**config.mk**
```make
export PLATFORM = sky130hd
export DESIGN_NAME = r200ifq
export DESIGN_NICKNAME = d
export VERILOG_FILES = /design/src/rtl/r200_pkg.sv /design/src/rtl/r200fq.sv /design/src/rtl/r200ifq.sv
export SDC_FILE = /design/constraint.sdc
export NUM_CORES = 1
export LEC_CHECK = 0
export ABC_AREA = 1
export BUFFER_PORTS_ARGS = -buffer_cell sky130_fd_sc_hd__buf_4
export CAP_MARGIN = 20
export CORE_MARGIN = 3
export CORE_UTILIZATION = 39
export CTS_CLUSTER_DIAMETER = 100
export DETAILED_ROUTE_END_ITERATION = 16
export RECOVER_POWER = 25
export SLEW_MARGIN = 40
export SYNTH_ARGS = -nofsm -noshare
export SYNTH_HDL_FRONTEND = slang
export SYNTH_HIERARCHICAL = 1
export SYNTH_SLANG_ARGS = --single-unit
```
**constraint.sdc**
```tcl
create_clock -name clk -period 4.9 [get_ports clk]
set_input_delay 0.98 -clock clk [delete_from_list [all_inputs] [get_ports clk]]
set_output_delay 0.98 -clock clk [all_outputs]
set_load 0.05 [all_outputs]
```
**src/rtl/r200_pkg.sv**
```systemverilog
// Shared fetch-stage definitions: widths, default reset PC, sequential step and PC adder.
package r200_pkg;

    localparam int unsigned XLEN     = 32;
    localparam int unsigned INSTR_W  = 32;
    localparam logic [31:0] RESET_PC = 32'h0;
    localparam int unsigned PC_STEP  = 4;

    typedef logic [XLEN-1:0]    pc_t;
    typedef logic [INSTR_W-1:0] instr_t;

    function automatic logic [31:0] adder32(input logic [31:0] a, input logic [31:0] b);
        return a + b;
    endfunction

endpackage

```
**src/rtl/r200fq.sv**
```systemverilog
// DEPTH-entry circular prefetch queue with flush; occupancy kept in a separate counter.
module r200fq #(
    parameter int unsigned DEPTH = 4,
    parameter int unsigned WIDTH = 64
) (
    input  logic                       clk,
    input  logic                       rst_n,
    input  logic                       push,
    input  logic [WIDTH-1:0]           push_data,
    input  logic                       pop,
    input  logic                       flush,
    output logic [$clog2(DEPTH+1)-1:0] count,
    output logic                       empty,
    output logic [WIDTH-1:0]           head_data
);

    localparam int unsigned AW = (DEPTH > 1) ? $clog2(DEPTH) : 1;
    localparam int unsigned CW = $clog2(DEPTH+1);

    logic [WIDTH-1:0] mem [DEPTH];
    logic [AW-1:0]    wr_ptr_q, rd_ptr_q;
    logic [CW-1:0]    count_q, count_d;

    // DEPTH is a power of two, so pointers wrap by natural overflow.
    always_ff @(posedge clk or negedge rst_n) begin
        if (!rst_n) begin
            wr_ptr_q <= '0;
            rd_ptr_q <= '0;
            count_q  <= '0;
        end else begin
            if (flush) begin
                wr_ptr_q <= '0;
                rd_ptr_q <= '0;
            end else begin
                if (push) wr_ptr_q <= wr_ptr_q + AW'(1);
                if (pop)  rd_ptr_q <= rd_ptr_q + AW'(1);
            end
            count_q <= count_d;
        end
    end

    always_ff @(posedge clk) begin
        if (push && !flush) mem[wr_ptr_q] <= push_data;
    end

    always_comb begin
        count_d = count_q;
        if (flush) begin
            count_d = '0;
        end else begin
            unique case ({push, pop})
                2'b10:   count_d = count_q + CW'(1);
                2'b01:   count_d = count_q - CW'(1);
                default: count_d = count_q;
            endcase
        end
    end

    assign count     = count_q;
    assign empty     = (count_q == '0);
    assign head_data = mem[rd_ptr_q];

endmodule

```
**src/rtl/r200ifq.sv**
```systemverilog
// Instruction-fetch stage: owns the PC, prefetches into r200fq, hands instructions to decode.
module r200ifq #(
    parameter int unsigned     XLEN     = r200_pkg::XLEN,
    parameter int unsigned     DEPTH    = 4,
    parameter logic [XLEN-1:0] RESET_PC = r200_pkg::RESET_PC,
    parameter int unsigned     PC_STEP  = r200_pkg::PC_STEP
) (
    input  logic                       clk,
    input  logic                       rst_n,
    output logic                       imem_req,
    output logic [XLEN-1:0]            imem_addr,
    input  logic [31:0]                imem_rdata,
    input  logic                       br_valid,
    input  logic [XLEN-1:0]            br_targ,
    input  logic                       jmp_valid,
    input  logic [XLEN-1:0]            jmp_targ,
    output logic                       out_valid,
    input  logic                       out_ready,
    output logic [31:0]                out_instr,
    output logic [XLEN-1:0]            out_pc,
    output logic [XLEN-1:0]            out_pcp4,
    output logic [$clog2(DEPTH+1)-1:0] fq_count
);

    import r200_pkg::*;

    localparam int unsigned CW = $clog2(DEPTH+1);
    localparam int unsigned EW = INSTR_W + XLEN;

    logic [XLEN-1:0] pc_q, pc_d;
    logic            inflight_q;
    logic            redirect;
    logic [XLEN-1:0] redir_sel;
    logic [XLEN-1:0] redir_targ;
    logic [CW:0]     occupancy;
    logic            push, pop, fq_empty;
    logic [EW-1:0]   head_data;
    logic [XLEN-1:0] head_pc;
    logic [31:0]     head_instr;

    // Branch resolves in EX and is older than a jump from ID, so it wins.
    assign redirect   = br_valid | jmp_valid;
    assign redir_sel  = br_valid ? br_targ : jmp_targ;
    assign redir_targ = {redir_sel[XLEN-1:2], 2'b00};

    // Credit uses registered count only; a same-cycle pop is not counted as a free slot.
    assign occupancy = {1'b0, fq_count} + {{CW{1'b0}}, inflight_q};
    assign imem_req  = rst_n && !redirect && (occupancy < (CW+1)'(DEPTH));
    assign imem_addr = pc_q;

    // Memory latency is one cycle, so killing the outstanding fetch reduces to
    // dropping its return in the redirect cycle itself.
    assign push = inflight_q && !redirect;

    assign out_valid = !fq_empty && !redirect;
    assign pop       = out_valid && out_ready;

    always_comb begin
        pc_d = pc_q;
        if (redirect) begin
            pc_d = redir_targ;
        end else if (imem_req) begin
            pc_d = pc_q + XLEN'(PC_STEP);
        end
    end

    always_ff @(posedge clk or negedge rst_n) begin
        if (!rst_n) begin
            pc_q       <= RESET_PC;
            inflight_q <= 1'b0;
        end else begin
            pc_q       <= pc_d;
            inflight_q <= imem_req;
        end
    end

    r200fq #(
        .DEPTH (DEPTH),
        .WIDTH (EW)
    ) u_fq (
        .clk       (clk),
        .rst_n     (rst_n),
        .push      (push),
        .push_data ({imem_rdata, pc_q - XLEN'(PC_STEP)}),
        .pop       (pop),
        .flush     (redirect),
        .count     (fq_count),
        .empty     (fq_empty),
        .head_data (head_data)
    );

    assign head_pc    = head_data[XLEN-1:0];
    assign head_instr = head_data[EW-1:XLEN];

    // Head fields read as zero while the queue is empty, including throughout reset.
    assign out_instr = fq_empty ? '0 : head_instr;
    assign out_pc    = fq_empty ? '0 : head_pc;
    assign out_pcp4  = fq_empty ? '0 : XLEN'(adder32(32'(head_pc), 32'(PC_STEP)));

endmodule

```
Yosys cells after proc, flatten, opt, wreduce, memory -nomap -nowiden

Memories as Yosys holds them, arrays and structs flattened.
Index checks and enable logic that the tools add are counted.

Register bits: 40
Bits in writable memories: 256
Input port bits: 101
Output and inout bits: 133
Logic and storage cells: 45
Memories kept: 1

Add/subtract/negate cells: 8
Magnitude comparators: 1
Equality and inequality tests: 2
Multiplexer cells: 14
Bitwise logic cells: 1
Reductions and logical operators: 13

Memory list:

| memory   | words | bits a word | rd ports | clocked after memory_dff | wr ports | line         | RTL |
|---|---|---|---|---|---|---|---|
| u_fq.mem | 4     | 64          | 1        | 0                        | 1        | r200fq.sv:20 | `logic [WIDTH-1:0] mem [DEPTH];` |

Operators by type and width:

| operator                                           | count |
|---|---|
| 2-to-1 mux 32 bit                                  | 6 |
| adder 32 x 3 -> 32 bit, second input constant      | 2 |
| subtractor 32 x 3 -> 32 bit, second input constant | 1 |
| 2-to-1 mux 2 bit                                   | 4 |
| logical AND 1 bit                                  | 6 |
| case mux 3 bit (2 select lines)                    | 1 |
| nonzero test 2 bit                                 | 3 |
| adder 2 x 1 -> 2 bit, second input constant        | 2 |
| adder 3 x 1 -> 4 bit                               | 1 |
| < comparator 4 x 3 -> 1 bit, second input constant | 1 |
| adder 3 x 1 -> 3 bit, second input constant        | 1 |
| zero test 3 bit                                    | 1 |
| 2-to-1 mux 3 bit                                   | 1 |
| nonzero test 3 bit                                 | 1 |
| subtractor 3 x 1 -> 3 bit, second input constant   | 1 |
| == test 2 x 1 -> 1 bit, second input constant      | 1 |
| == test 2 bit, second input constant               | 1 |
| zero test 1 bit                                    | 2 |
| 2-to-1 mux 1 bit                                   | 2 |
| bitwise OR 1 bit                                   | 1 |

Logic depth before layout (Yosys ltp)

Word-level depth: 7
Mapped depth: 16
Depth with buffers taken out: 13

Hierarchy

The synthesis kept the hierarchy.

Modules (own cells, without submodules):

| module  | instances | cells each | area an instance (um^2) | seq. area each (um^2) |
|---|---|---|---|---|
| r200fq  | 1         | 679        | 9930.8                  | 7862.5 |
| r200ifq | 1         | 912        | 4919.7                  | 775.7 |

Worst setup path before layout

No wires, ideal clock.

Kind: input -> register
Start: in jmp_valid
End: mem u_fq.mem[0][0] (enable)
Setup time: 487 ps
Arrival time: 4712 ps
Data required time: 4413 ps
Path slack: -299 ps
Stages on the path: 8
Path buffers: 3
Cell sequence: buf_2 nor2_4 buf_6 inv_2 buf_6 nor2_1 nand2_1 nor2_1

Word-level cells in the longest chain between the ends: 6

RTL lines:

| what                                   | line          | RTL |
|---|---|---|
| from (decl)                            | r200ifq.sv:15 | `input logic jmp_valid,` |
| bitwise OR 1 bit                       | r200ifq.sv:42 | `assign redirect = br_valid \| jmp_valid;` |
| via redirect                           | r200ifq.sv:32 | `logic redirect;` |
| zero test 1 bit                        | r200ifq.sv:53 | `assign push = inflight_q && !redirect;` |
| logical AND 1 bit                      | r200ifq.sv:53 |  |
| via push                               | r200ifq.sv:36 | `logic push, pop, fq_empty;` |
| logical AND 1 bit                      | r200fq.sv:43  | `if (push && !flush) mem[wr_ptr_q] <= push_data;` |
| 2-to-1 mux 1 bit                       | r200fq.sv:43  |  |
| 2-to-1 mux 1 bit (implied by the code) | r200fq.sv:43  |  |
| to (decl)                              | r200fq.sv:20  |  |

The timed path passes the listed nets, and every way through them passes these cells.

Worst setup path in the final report

Start: reg u_fq.rd_ptr_q[0]
End: out out_pcp4[29]

Word-level cells in the longest chain between the ends: 3

RTL lines:

| what                     | line           | RTL |
|---|---|---|
| from (decl)              | r200fq.sv:21   | `logic [AW-1:0] wr_ptr_q, rd_ptr_q;` |
| from (signal assigned)   | r200fq.sv:36   | `if (pop) rd_ptr_q <= rd_ptr_q + AW'(1);` |
| memory read (4 x 64 bit) | --             |  |
| via head_data[15]        | r200ifq.sv:37  | `logic [EW-1:0] head_data;` |
| adder 32 x 3 -> 32 bit   | r200_pkg.sv:13 | `return a + b;` |
| 2-to-1 mux 32 bit        | r200ifq.sv:98  | `assign out_pcp4 = fq_empty ? '0 : XLEN'(adder32(32'(head_pc), 32'(PC_STEP)));` |
| to (decl)                | r200ifq.sv:21  | `output logic [XLEN-1:0] out_pcp4,` |

The timed path passes the listed nets, and every way through them passes these cells.

==> impl_metrics.yaml <==
synthesis:
  synth_common_cells: "408 x nor2_1, 256 x edfxtp_1, 177 x nand2_1"
  synthFlopType: "edfxtp_1"
  synth_compound_area_share_pct: 10.9
  yosys.area_share.simple_pct: 21.2
  muxShareOfSynthArea_pct: 0.0674
  synthXorXnorAreaFrac_pct: 1.77
  synth-edff-count: 256
  ys_types: 47
  synth_area_um2: 14900
  syn_avg_cell_area_um2: 9.33
  synth_top_family_by_area: "simple AND/OR/NAND/NOR gates"
  synth_top_cell_by_area: "edfxtp_1"
  synth-seq-area-share_pct: 58.2
  synth_top_area_share_pct: 51.8
  yosys.area_share.adder_pct: 0.725
  synth-async-reset-ratio_pct: 12.9
  synthTopCellsByArea: "edfxtp_1 52%, nor2_1 10%, dfrtp_1 6.4%"
  synth-seq-cells: 294
  synth_cells: 1591
  synth.most_common_cell: "nor2_1"
  ys_warn_count: 6
place:
  dp_slack_ns: 0.831
  numPortBuffers: 227
  gp_congestion: 0.931
  placed_cell_area_um2: 17000
  hpwlAfterDp_mm: 29.2
setup_path:
  rr_endpoint: "u_fq/mem[3][24]"
  worstPathRequired_ns: 3.92
  reg2regPathDepth: 9
  regToRegStartpoint: "imem_addr[2]"
  path_class: "flop to output port"
  path_max_fanout: 48
  r2r_slack_ns: 2.21
  worstSetupEndpointType: "output port"
  startpoint_type: "flop"
  arrival_ns: 3.56
hold_path:
  hold_depth: 1
  min_path_type: "flop to flop"
  holdPathEnd: "u_fq/wr_ptr_q[0]"
  hold_start: "u_fq/wr_ptr_q[0]"
detailed_routing:
  drtIter0Drc: 828
  routedWlPerCell_um: 17.9
  vias: 11788
  antenna_left: 0
  routed_wl_mm: 41.7
  vias_per_cell: 5.06
  drc: 0
  firstDrtPassIters: 5
pwr:
  p_seq_share_pct: 45.4
  p_leak_nw: 7.07
  swShare_pct: 28.3
  ir_drop_mv: 0.192
  p_comb_share_pct: 15.4
  netSwitchingPower_w: 0.00179
  pwr_density_cell_nw_per_um2: 352
  p_clk_share_pct: 39.3
  internal_power_w: 0.00454
timing:
  timing.final.ws_setup_ns: 0.360
  rsz0062_at_grt: "no"
  setup_tns_ns: 0
  fmax_mhz: 220
  timing.slew.headroom_pct: -48.6
  skew_ns: 0.0194
  drv_slew: 39
  period_minus_slack_ns: 4.54
  fin_crit_sh_pct: 92.6
  finalHoldViolations: 0
  tightest_slew_ns: 2.23
  setup_viol: 0
grt:
  grt_remaining_overflow: 0
  grtUsageTotal_pct: 20.0
  grt_pass1_wl_mm: 64.4
  grt_max_degree: 65
  grt_pass1_vias: 11492
  antenna_found_initial: 0
die:
  coreArea_um2: 37000
  num_rows: 70
  die_y_um: 201
  dieArea_um2: 40500
  io_pins: 234
  die_width_um: 201
  start_util_pct: 40.1
clock_network:
  root_buffer: "clkbuf_16"
  cts-resized-gates: 0
  clock_path_buffers: 3
  cts_hold_buf: 0
  clkTransAtPathRegs_ns: 0.05
  clock_latency_ns: 0.52
  htree_levels: 2
  cts_setup_buffers: 0
  cts_buffers: 34
  cts_tree: "built"
  cts_sinks: 294
status:
  violations: "capacitance limit, slew limit"
  status: "finished with violations"
final_layout:
  ff_latch_area_um2: 8640
  n_antenna_cell: 0
  final_nets: 1911
  multiInputGateArea_um2: 5230
  drive_above_1_share_pct: 18.4
  syn_to_final_growth_pct: 21.1
  design_area_um2: 18000
  fillCellCount: 3516
job:
  max-cap-violations: 1
per-layer routing:
metal | track usage [%] | part of all wire, %
met5 | 0 | 0
met4 | 5.29 | 2.2
met3 | 3.66 | 7.3
met2 | 32.4 | 45
met1 | 27.9 | 46
registers in the layout, summed over array words and instances (netlist names):
register,cells
u_fq/wr_ptr_q,2
imem_addr,30
u_fq/rd_ptr_q,2
u_fq/count,3
inflight_q,1
u_fq/mem,256
through the flow:
| step | utilization, % | hold slack (ns) | instances | total power [W] |
|---|---|---|---|---|
| 2_1_floorplan | - | 0.500 | 1600 | 0.00355 |
| 5_1_grt | 48.5 | 0.581 | 2330 | 0.00656 |
| 3_3_place_gp | 45.9 | 0.539 | 2270 | 0.00390 |
| 6_report | 48.5 | 0.538 | 2330 | 0.00633 |
| 4_1_cts | 48.9 | 0.545 | 2330 | 0.00640 |
| 3_5_place_dp | 45.9 | 0.534 | 2270 | 0.00391 |
worst max-delay path, cell delays in order, from the launching register on:
cell and delay [ns]:
dfrtp_4 0.65, buf_4 0.48, o21ai_0 0.17, o22ai_1 0.41
nand2_1 0.13, nor2_1 0.20, nand2_1 0.12, nor3_1 0.24
nand2_1 0.08, nand2_1 0.07, nand2_1 0.06, nor2_1 0.18
buf_4 0.24
power by group through the flow:
stage | clock network, W | logic, W | registers [W]
2_1_floorplan | 0 | 0.000565 | 0.00299
3_3_place_gp | 0 | 0.000977 | 0.00292
3_5_place_dp | 0 | 0.000987 | 0.00292
4_1_cts | 0.00254 | 0.000989 | 0.00287
5_1_grt | 0.00264 | 0.00105 | 0.00288
6_report | 0.00249 | 0.000974 | 0.00287
cells by family after synthesis:
logic type	after synthesis
flip-flops	294
AND/OR/NAND/NOR	730
buffers and inverters	232
adder cells (fa/ha/maj)	8
AO/OA/AOI/OAI	295
multiplexers	1
other	1
XOR/XNOR	30
worst max-delay path by stage:
stage,startpoint,endpoint
final,u_fq/rd_ptr_q[0],out_pcp4[29]
after floorplan,jmp_valid,u_fq/mem[0][0]
after CTS,u_fq/rd_ptr_q[0],out_pcp4[19]
after detailed placement,u_fq/rd_ptr_q[0],out_pcp4[19]
after global placement,u_fq/rd_ptr_q[0],out_pcp4[26]
after global routing,u_fq/rd_ptr_q[0],out_pcp4[29]
layout by cell type (no fill, tap or decap), types with 5 or more instances in the layout:
cell type    n
dfrtp_1     36
buf_4      213
o22ai_1     68
inv_2       11
nor2_4      15
a21oi_1     50
edfxtp_1   256
clkinv_2     5
conb_1      10
nand3_1     61
a22oi_1      6
clkbuf_1    37
nand3_2      7
xor2_1      29
nand2_2     11
nand2_1    177
nor3_1      19
ha_1         7
o21ai_1     50
buf_12       5
nand4_1     11
clkbuf_16   35
clkinv_1     8
o21ai_0    107
nor2_2       9
nor2_1     404
inv_1      133
layout make-up:
cell class              count  share of cell area, %
clock buffers              39                   5.01
multi-input cells        1074                   29.1
clock inverters            21                   1.11
flip-flops and latches    294                   48.1
repair buffers            252                   10.2
well taps                 504                   3.51
inverters                 146                   3.08
Power figures use the tool's default switching activity.
